<file path="src/rtl/alu_seq_pkg.sv">
// rtl/alu_seq_pkg.sv - shared types and instruction field positions for alu_seq
package alu_seq_pkg;

  typedef enum logic [2:0] {
    ADD  = 3'd0,
    SUB  = 3'd1,
    GTE  = 3'd2,
    LT   = 3'd3,
    NOT1 = 3'd4
  } operation_t;

  typedef struct packed {
    logic carry;
    logic zero;
  } flags_t;

  typedef enum logic [2:0] {
    OPC_ADD  = 3'd0,
    OPC_SUB  = 3'd1,
    OPC_GTE  = 3'd2,
    OPC_LT   = 3'd3,
    OPC_NOT1 = 3'd4,
    OPC_LDI  = 3'd5,
    OPC_IL6  = 3'd6,
    OPC_IL7  = 3'd7
  } opcode_t;

  typedef enum logic [1:0] {
    S_IDLE = 2'd0,
    S_EXEC = 2'd1,
    S_RET  = 2'd2
  } state_t;

  localparam int OPC_MSB = 15;
  localparam int OPC_LSB = 13;
  localparam int RD_MSB  = 12;
  localparam int RD_LSB  = 10;
  localparam int RS1_MSB = 9;
  localparam int RS1_LSB = 7;
  localparam int RS2_MSB = 6;
  localparam int RS2_LSB = 4;
  localparam int IMM_MSB = 7;
  localparam int IMM_LSB = 0;

  function automatic operation_t opc_to_op(input opcode_t opc);
    case (opc)
      OPC_SUB:  return SUB;
      OPC_GTE:  return GTE;
      OPC_LT:   return LT;
      OPC_NOT1: return NOT1;
      default:  return ADD;
    endcase
  endfunction

endpackage

</file>
<file path="src/rtl/alu_seq_rf.sv">
// rtl/alu_seq_rf.sv - 8x16 register file, two operand read ports, one debug port
module alu_seq_rf (
  input  logic        clk,
  input  logic        rst_n,
  input  logic        we,
  input  logic [2:0]  waddr,
  input  logic [15:0] wdata,
  input  logic [2:0]  raddr1,
  input  logic [2:0]  raddr2,
  input  logic [2:0]  dbg_addr,
  output logic [15:0] rdata1,
  output logic [15:0] rdata2,
  output logic [15:0] dbg_data
);

  logic [15:0] mem [8];

  always_ff @(posedge clk or negedge rst_n) begin
    if (!rst_n) begin
      for (int i = 0; i < 8; i++) mem[i] <= '0;
    end else if (we) begin
      mem[waddr] <= wdata;
    end
  end

  assign rdata1   = mem[raddr1];
  assign rdata2   = mem[raddr2];
  assign dbg_data = mem[dbg_addr];

endmodule

</file>
<file path="src/rtl/alu_seq.sv">
// rtl/alu_seq.sv - issue/write-back sequencer feeding an external 16-bit ALU
module alu_seq
  import alu_seq_pkg::*;
(
  input  logic        clk,
  input  logic        rst_n,
  input  logic        instr_valid,
  output logic        instr_ready,
  input  logic [15:0] instr,
  output logic        alu_en,
  output logic [15:0] alu_op1,
  output logic [15:0] alu_op2,
  output operation_t  alu_op,
  input  logic [15:0] alu_result,
  input  flags_t      alu_fls,
  output logic        done,
  output logic        illegal,
  output logic        carry_q,
  output logic        zero_q,
  input  logic [2:0]  dbg_addr,
  output logic [15:0] dbg_data
);

  state_t      state_q, state_d;
  logic [15:0] instr_q;
  opcode_t     opc;
  logic [15:0] rs1_data, rs2_data, wdata;
  logic        rf_we, flag_we, carry_d, zero_d;
  logic        unused_flags;

  assign opc          = opcode_t'(instr_q[OPC_MSB:OPC_LSB]);
  assign unused_flags = alu_fls.zero;

  alu_seq_rf u_rf (
    .clk      (clk),
    .rst_n    (rst_n),
    .we       (rf_we),
    .waddr    (instr_q[RD_MSB:RD_LSB]),
    .wdata    (wdata),
    .raddr1   (instr_q[RS1_MSB:RS1_LSB]),
    .raddr2   (instr_q[RS2_MSB:RS2_LSB]),
    .dbg_addr (dbg_addr),
    .rdata1   (rs1_data),
    .rdata2   (rs2_data),
    .dbg_data (dbg_data)
  );

  always_ff @(posedge clk or negedge rst_n) begin
    if (!rst_n) state_q <= S_IDLE;
    else        state_q <= state_d;
  end

  always_ff @(posedge clk or negedge rst_n) begin
    if (!rst_n) begin
      instr_q <= '0;
      carry_q <= 1'b0;
      zero_q  <= 1'b0;
    end else begin
      if (instr_valid && instr_ready) instr_q <= instr;
      if (flag_we) begin
        carry_q <= carry_d;
        zero_q  <= zero_d;
      end
    end
  end

  always_comb begin
    state_d     = state_q;
    instr_ready = 1'b0;
    alu_en      = 1'b0;
    alu_op1     = '0;
    alu_op2     = '0;
    alu_op      = ADD;
    done        = 1'b0;
    illegal     = 1'b0;
    rf_we       = 1'b0;
    wdata       = '0;
    flag_we     = 1'b0;
    carry_d     = carry_q;
    zero_d      = zero_q;
    case (state_q)
      S_IDLE: begin
        instr_ready = 1'b1;
        if (instr_valid) state_d = S_EXEC;
      end
      S_EXEC: begin
        state_d = S_RET;
        alu_op1 = rs1_data;
        alu_op2 = (opc == OPC_NOT1) ? 16'd0 : rs2_data;
        alu_op  = opc_to_op(opc);
        alu_en  = (opc <= OPC_NOT1);
        // Result is sampled at the EXEC->RET edge; rf and flags commit together.
        case (opc)
          OPC_ADD, OPC_SUB: begin
            rf_we = 1'b1; flag_we = 1'b1;
            wdata = alu_result; carry_d = alu_fls.carry;
          end
          OPC_GTE: begin
            rf_we = 1'b1; flag_we = 1'b1;
            wdata = {15'b0, ~alu_fls.carry}; carry_d = alu_fls.carry;
          end
          OPC_LT: begin
            rf_we = 1'b1; flag_we = 1'b1;
            wdata = {15'b0, alu_fls.carry}; carry_d = alu_fls.carry;
          end
          OPC_NOT1: begin
            rf_we = 1'b1; flag_we = 1'b1;
            wdata = alu_result; carry_d = 1'b0;
          end
          OPC_LDI: begin
            rf_we = 1'b1;
            wdata = {8'b0, instr_q[IMM_MSB:IMM_LSB]};
          end
          default: ;
        endcase
        zero_d = flag_we ? (wdata == 16'd0) : zero_q;
      end
      S_RET: begin
        done    = 1'b1;
        illegal = (opc == OPC_IL6) || (opc == OPC_IL7);
        state_d = S_IDLE;
      end
      default: state_d = S_IDLE;
    endcase
  end

endmodule

</file>
<file path="config.mk">
export PLATFORM = sky130hd
export DESIGN_NAME = alu_seq
export DESIGN_NICKNAME = d
export VERILOG_FILES = /design/src/rtl/alu_seq_pkg.sv /design/src/rtl/alu_seq_rf.sv /design/src/rtl/alu_seq.sv
export SDC_FILE = /design/constraint.sdc
export NUM_CORES = 1
export LEC_CHECK = 0
export ABC_AREA = 1
export CORE_MARGIN = 2
export CORE_UTILIZATION = 45
export DETAILED_ROUTE_END_ITERATION = 16
export PLACE_DENSITY = 0.68
export SLEW_MARGIN = 5
export SYNTH_ARGS = -nofsm -noshare
export SYNTH_HDL_FRONTEND = slang
export SYNTH_SLANG_ARGS = --single-unit
</file>
<file path="constraint.sdc">
create_clock -name clk -period 2.2 [get_ports clk]
set_input_delay 0.33 -clock clk [delete_from_list [all_inputs] [get_ports clk]]
set_output_delay 0.33 -clock clk [all_outputs]
set_load 0.02 [all_outputs]
</file>
* Word-level counts from Yosys, hierarchy flattened
Cells that the tools add are included.
** Word-level totals
- Input bits :: 40
- Output and inout port bits :: 57
- Register bits after elaboration :: 148
- Word-level logic and storage cells :: 78
** Operators by class
- Equal/unequal tests :: 10
- Mux-type cells :: 32
- Bitwise gates (word level) :: 5
- Reductions and logical operators :: 13
- $lt $le $gt $ge :: 6
** Operator list (number)
- two-way mux 16 bit :: 12
- binary-select mux 16 bit (select 3 bit) :: 3
- bitwise mux 128 bit :: 1
- one-hot mux 16 bit (4 select lines) :: 1
- demux 16 bit (select 3 bit) :: 1
- greater-or-equal comparator 4 bit, second input constant :: 4
- logical NOT 16 bit :: 1
- NOT 3 -> 4 bit :: 4
- == test 3 bit, second input constant :: 4
- one-hot mux 3 bit (4 select lines) :: 1
- two-way mux 1 bit :: 9
- == test 3 x 2 -> 1 bit, second input constant :: 2
- AND reduction 3 bit :: 2
- OR reduction 6 bit :: 1
- OR reduction 5 bit :: 1
- < comparator 4 x 1 -> 1 bit, second input constant :: 1
- one-hot mux 2 bit (2 select lines) :: 1
- OR reduction 4 bit :: 1
- == test 3 x 1 -> 1 bit, second input constant :: 1
- less-or-equal comparator 3 bit, second input constant :: 1
- logical NOT 3 bit :: 1
- two-way mux 3 bit :: 1
- OR reduction 3 bit :: 1
- == test 2 x 1 -> 1 bit, second input constant :: 1
- other kinds (9) :: 10

* Longest topological paths before layout
- Depth after elaboration :: 6
- Mapped depth :: 11
- Gate-level depth less buffers :: 10

* Modules after synthesis
A second synthesis with hierarchy kept.
** Unflattened totals
- Cells, all modules :: 1704
- Area, all modules :: 10134.7 um^2
** By module, submodules not included
- alu_seq_rf :: times used 1, cells each 1463, area an instance 8705.8 um^2
- alu_seq :: times used 1, cells each 241, area an instance 1428.9 um^2

* Worst setup path before layout
OpenSTA, ideal clock, no wires.
- Kind :: register to output
- Start :: register state_q[1]
- End :: output alu_op[2]
- Cell stages (with the launch flop) :: 5
- Path slack :: 420 ps
- Data arrival time :: 1450 ps
- Cells stage by stage :: dfrtp_1 nor2_4 inv_2 buf_2 nor4_1
** Between the ends
- Longest elaborated chain between the ends :: 2
** RTL lines
- start: declaration :: RTL line alu_seq.sv:24 : state_t state_q, state_d;
- start signal: assignment :: RTL line alu_seq.sv:50 : else state_q <= state_d;
- == test 2 x 1 -> 1 bit :: RTL line alu_seq.sv:81 : case (state_q)
- two-way mux 3 bit :: RTL line alu_seq.sv:81
- end: declaration :: RTL line alu_seq.sv:13 : output operation_t alu_op,
No other way between the ends.

* Worst setup path after layout
- Start :: register instr_q[7]
- End :: output alu_op1[3]
** Between the ends
- Longest elaborated chain between the ends :: 5
** RTL lines
- start: declaration :: RTL line alu_seq.sv:25 : logic [15:0] instr_q;
- start signal: assignment :: RTL line alu_seq.sv:59 : if (instr_valid && instr_ready) instr_q <= instr;
- NOT 3 -> 4 bit (not written as such) :: RTL line alu_seq_rf.sv:26 : assign rdata1 = mem[raddr1];
- binary-select mux 16 bit (select 3 bit) :: RTL line alu_seq_rf.sv:26
- two-way mux 16 bit (not written as such) (2 in a row) :: RTL line alu_seq_rf.sv:26
- two-way mux 16 bit :: RTL line alu_seq.sv:81
- end: declaration :: RTL line alu_seq.sv:11 : output logic [15:0] alu_op1,
No other way between the ends. The select of a mux whose other input is x is not followed.

==> metrics.cfg <==
[route]
drtIter0Drc = 1444
dr.pass1.iters = 6
drc = 0
wl_per_cell_um = 20.6
vias = 10100
final_antenna_net_count = 0
routed_wirelength_mm = 34.8
viasPerCell = 5.96

[grt]
grt_use_total_pct = 31.7
grt_max_degree = 47
grt_pass1_wl_mm = 52.7
grt_pass1_vias = 9213
grt-ovfl-total = 0
antenna_found_initial = 0

[synthesis]
yosysUniqueCellTypes = 35
ys_seq_area_share_pct = 40.5
synth-xor-area-share_pct = 0
synth_ff_type = dfrtp_1
yosys.area_share.simple_pct = 19.9
synth_edf_count = 0
netlist_instances = 1278
synth_seq_cells = 148
muxShareOfSynthArea_pct = 0.985
syn_nets = 1318
avgSynthCellArea_um2 = 7.16
yosysWarnings = 0
synth_compound_gate_area_share_pct = 29.4
synthAdderAreaFrac_pct = 0
synthArstFlopShare_pct = 100
syn_area_um2 = 9150
synth_top_family_by_area = compound AO/OA/AOI/OAI gates

[place]
place_ws_ns = -0.535
placed_area_um2 = 11000
dpl.hpwl_mm = 22.8
numPortBuffers = 95
place.gp.congestion = 0.946

[floorplan]
die-area_um2 = 21500
start_util_pct = 45.5
coreArea_um2 = 20100
io_pins = 97
rows = 52
die_h_um = 147
dieWidth_um = 147

[worst_setup_path]
critPathMaxFanout = 7
ff2ff_path_depth = 11
arrival_ns = 1.95
crit_type = reg2out
crit_path_end_kind = output port
worst_ep_required_time_ns = 1.87
start_kind = flop

[finish]
final_area_um2 = 12100
diodes = 0
area_growth_syn_to_layout_pct = 32.1
mostFrequentLayoutCell = nand2_1
nets = 1448
final_layout_size_suffix_gt1_share_pct = 20.3
final_cell_mix = nand2_1, o21ai_0, a21oi_1

[outcome]
outcome = finished, violations left
failed_checks = setup timing

[clocking]
clkTransAtPathRegs_ns = 0.07
cts_buffers = 17
cts.htree.levels = 4
cts_tree = yes
ctsRootBufferMaster = clkbuf_16
cts.sinks = 148
clkLatencyLatePin_ns = 0.44
clockBufferDepth = 2

[worst_hold_path]
worstHoldPathType = in2async

[timing]
period_share_pct = 103
worst_pin_slew_ns = 0.603
skew_ns = 0.00827
drv_slew = 0
holdWs_ns = 0.386
setup_ws_ns = -0.0765
fin_crit_ns = 2.28
hold_violations = 0
setup_violations = 11
max-slew-margin-rel_pct = 59.8
max_clock_freq_ghz = 0.439
rsz0062_at_grt = true

[power]
p_leak_nw = 5.39
ir_drop_mv = 0.855
power.total_mw = 14.7
p_per_area_nw_per_um2 = 1220

[run]
max-cap-violations = 0

[layer usage]
layer | GRT usage (%) | part of all wire (%)
met1 | 45.8 | 41
met2 | 48.5 | 44
met3 | 4.78 | 11
met5 | 0 | 0
met4 | 11.7 | 3.6
[state kept, by name, summed over array words and instances (netlist names)]
| register | flops |
|---|---|
| state_q | 2 |
| zero_q | 1 |
| carry_q | 1 |
| u_rf.mem | 128 |
| instr_q | 16 |
[critical path, stage by stage (launching register included)]
cell,delay [ns]
dfrtp_2,0.49
buf_6,0.17
buf_16,0.14
nand2_4,0.04
o211ai_1,0.08
nand3_1,0.12
nand2_1,0.06
a31oi_1,0.16
buf_4,0.14
buf_6,0.11
[path summary, 6_finish.rpt]
check	startpoint	end	slack [ns]
worst min register to register	instr_q[3]	instr_q[3]	0.48
max in group asynchronous	rst_n	instr_q[5]	1.15
worst min-delay path	rst_n	u_rf.mem[103]	0.39
min in group clk	instr[1]	instr_q[1]	0.43
worst max-delay path	instr_q[7]	alu_op1[3]	-0.08
worst max register to register	instr_q[15]	zero_q	0.24
[stage by stage]
stage               cells  utilization, %  TNS [ns]
floorplan            1278               -         0
global placement     1640            54.7     -7.28
detailed placement   1640            54.7     -7.39
CTS                  1679            58.2    -0.127
global route         1690            60.1     -1.49
finish               1690            60.1    -0.324
[Yosys cell counts (2+ instances only)]
library cell	n	share of area [%]
nor3_2	3	0.33
and3_1	18	1.2
inv_2	16	0.66
mux2_1	2	0.25
inv_1	82	3.4
nor2_2	6	0.41
mux2_2	6	0.74
buf_1	2	0.082
o21ai_0	249	14
nand2_2	9	0.62
buf_6	6	0.74
o21ai_1	31	1.7
nand2_4	2	0.25
a31oi_1	34	2.3
nor3_1	3	0.16
nor2_4	4	0.49
clkbuf_1	61	2.5
dfrtp_1	148	40
a21oi_1	183	10
nand2_1	244	10
buf_2	25	1.4
nand3_2	4	0.44
nand3_1	61	3.3
buf_4	3	0.25
nor2_1	47	1.9
nor2_8	2	0.44
clkinv_1	3	0.12
o211ai_1	17	1.4
[power breakdown]
part / switching [mW] / leakage [nW] / internal, mW / total, mW
combinational: 4.11 / 3.31 / 2.58 / 6.69
clock: 1.25 / 0.304 / 2.03 / 3.28
sequential: 0.885 / 1.78 / 3.88 / 4.77
total: 6.24 / 5.39 / 8.50 / 14.7
[cell families after synthesis]
| kind of cell | count (synthesis) |
|---|---|
| DFF | 148 |
| AOI/OAI and AO/OA | 516 |
| buffers and inverters | 200 |
| muxes | 8 |
| and+or+nand+nor | 406 |
[layout make-up]
type                       instances  area [um2]
timing repair buffer             208        2190
clock buffer                      18         439
multi-input combinational        930        4800
inverter                         103         399
tap                              270         338
fill                            1767        8020
sequential                       148        3710
clock inverter                    13         208
[timing repair]
item / CTS / global route
hold buffers: 1 / 0
setup endpoints to repair: 53 / 42
resized for setup: 223 / 121
buffers inserted: 4 / 6
pin swaps: 4 / 15
cloned: 3 / 5
endpoints found under the hold margin: 41 / 0
No activity file was read; power rests on OpenSTA's default activity.
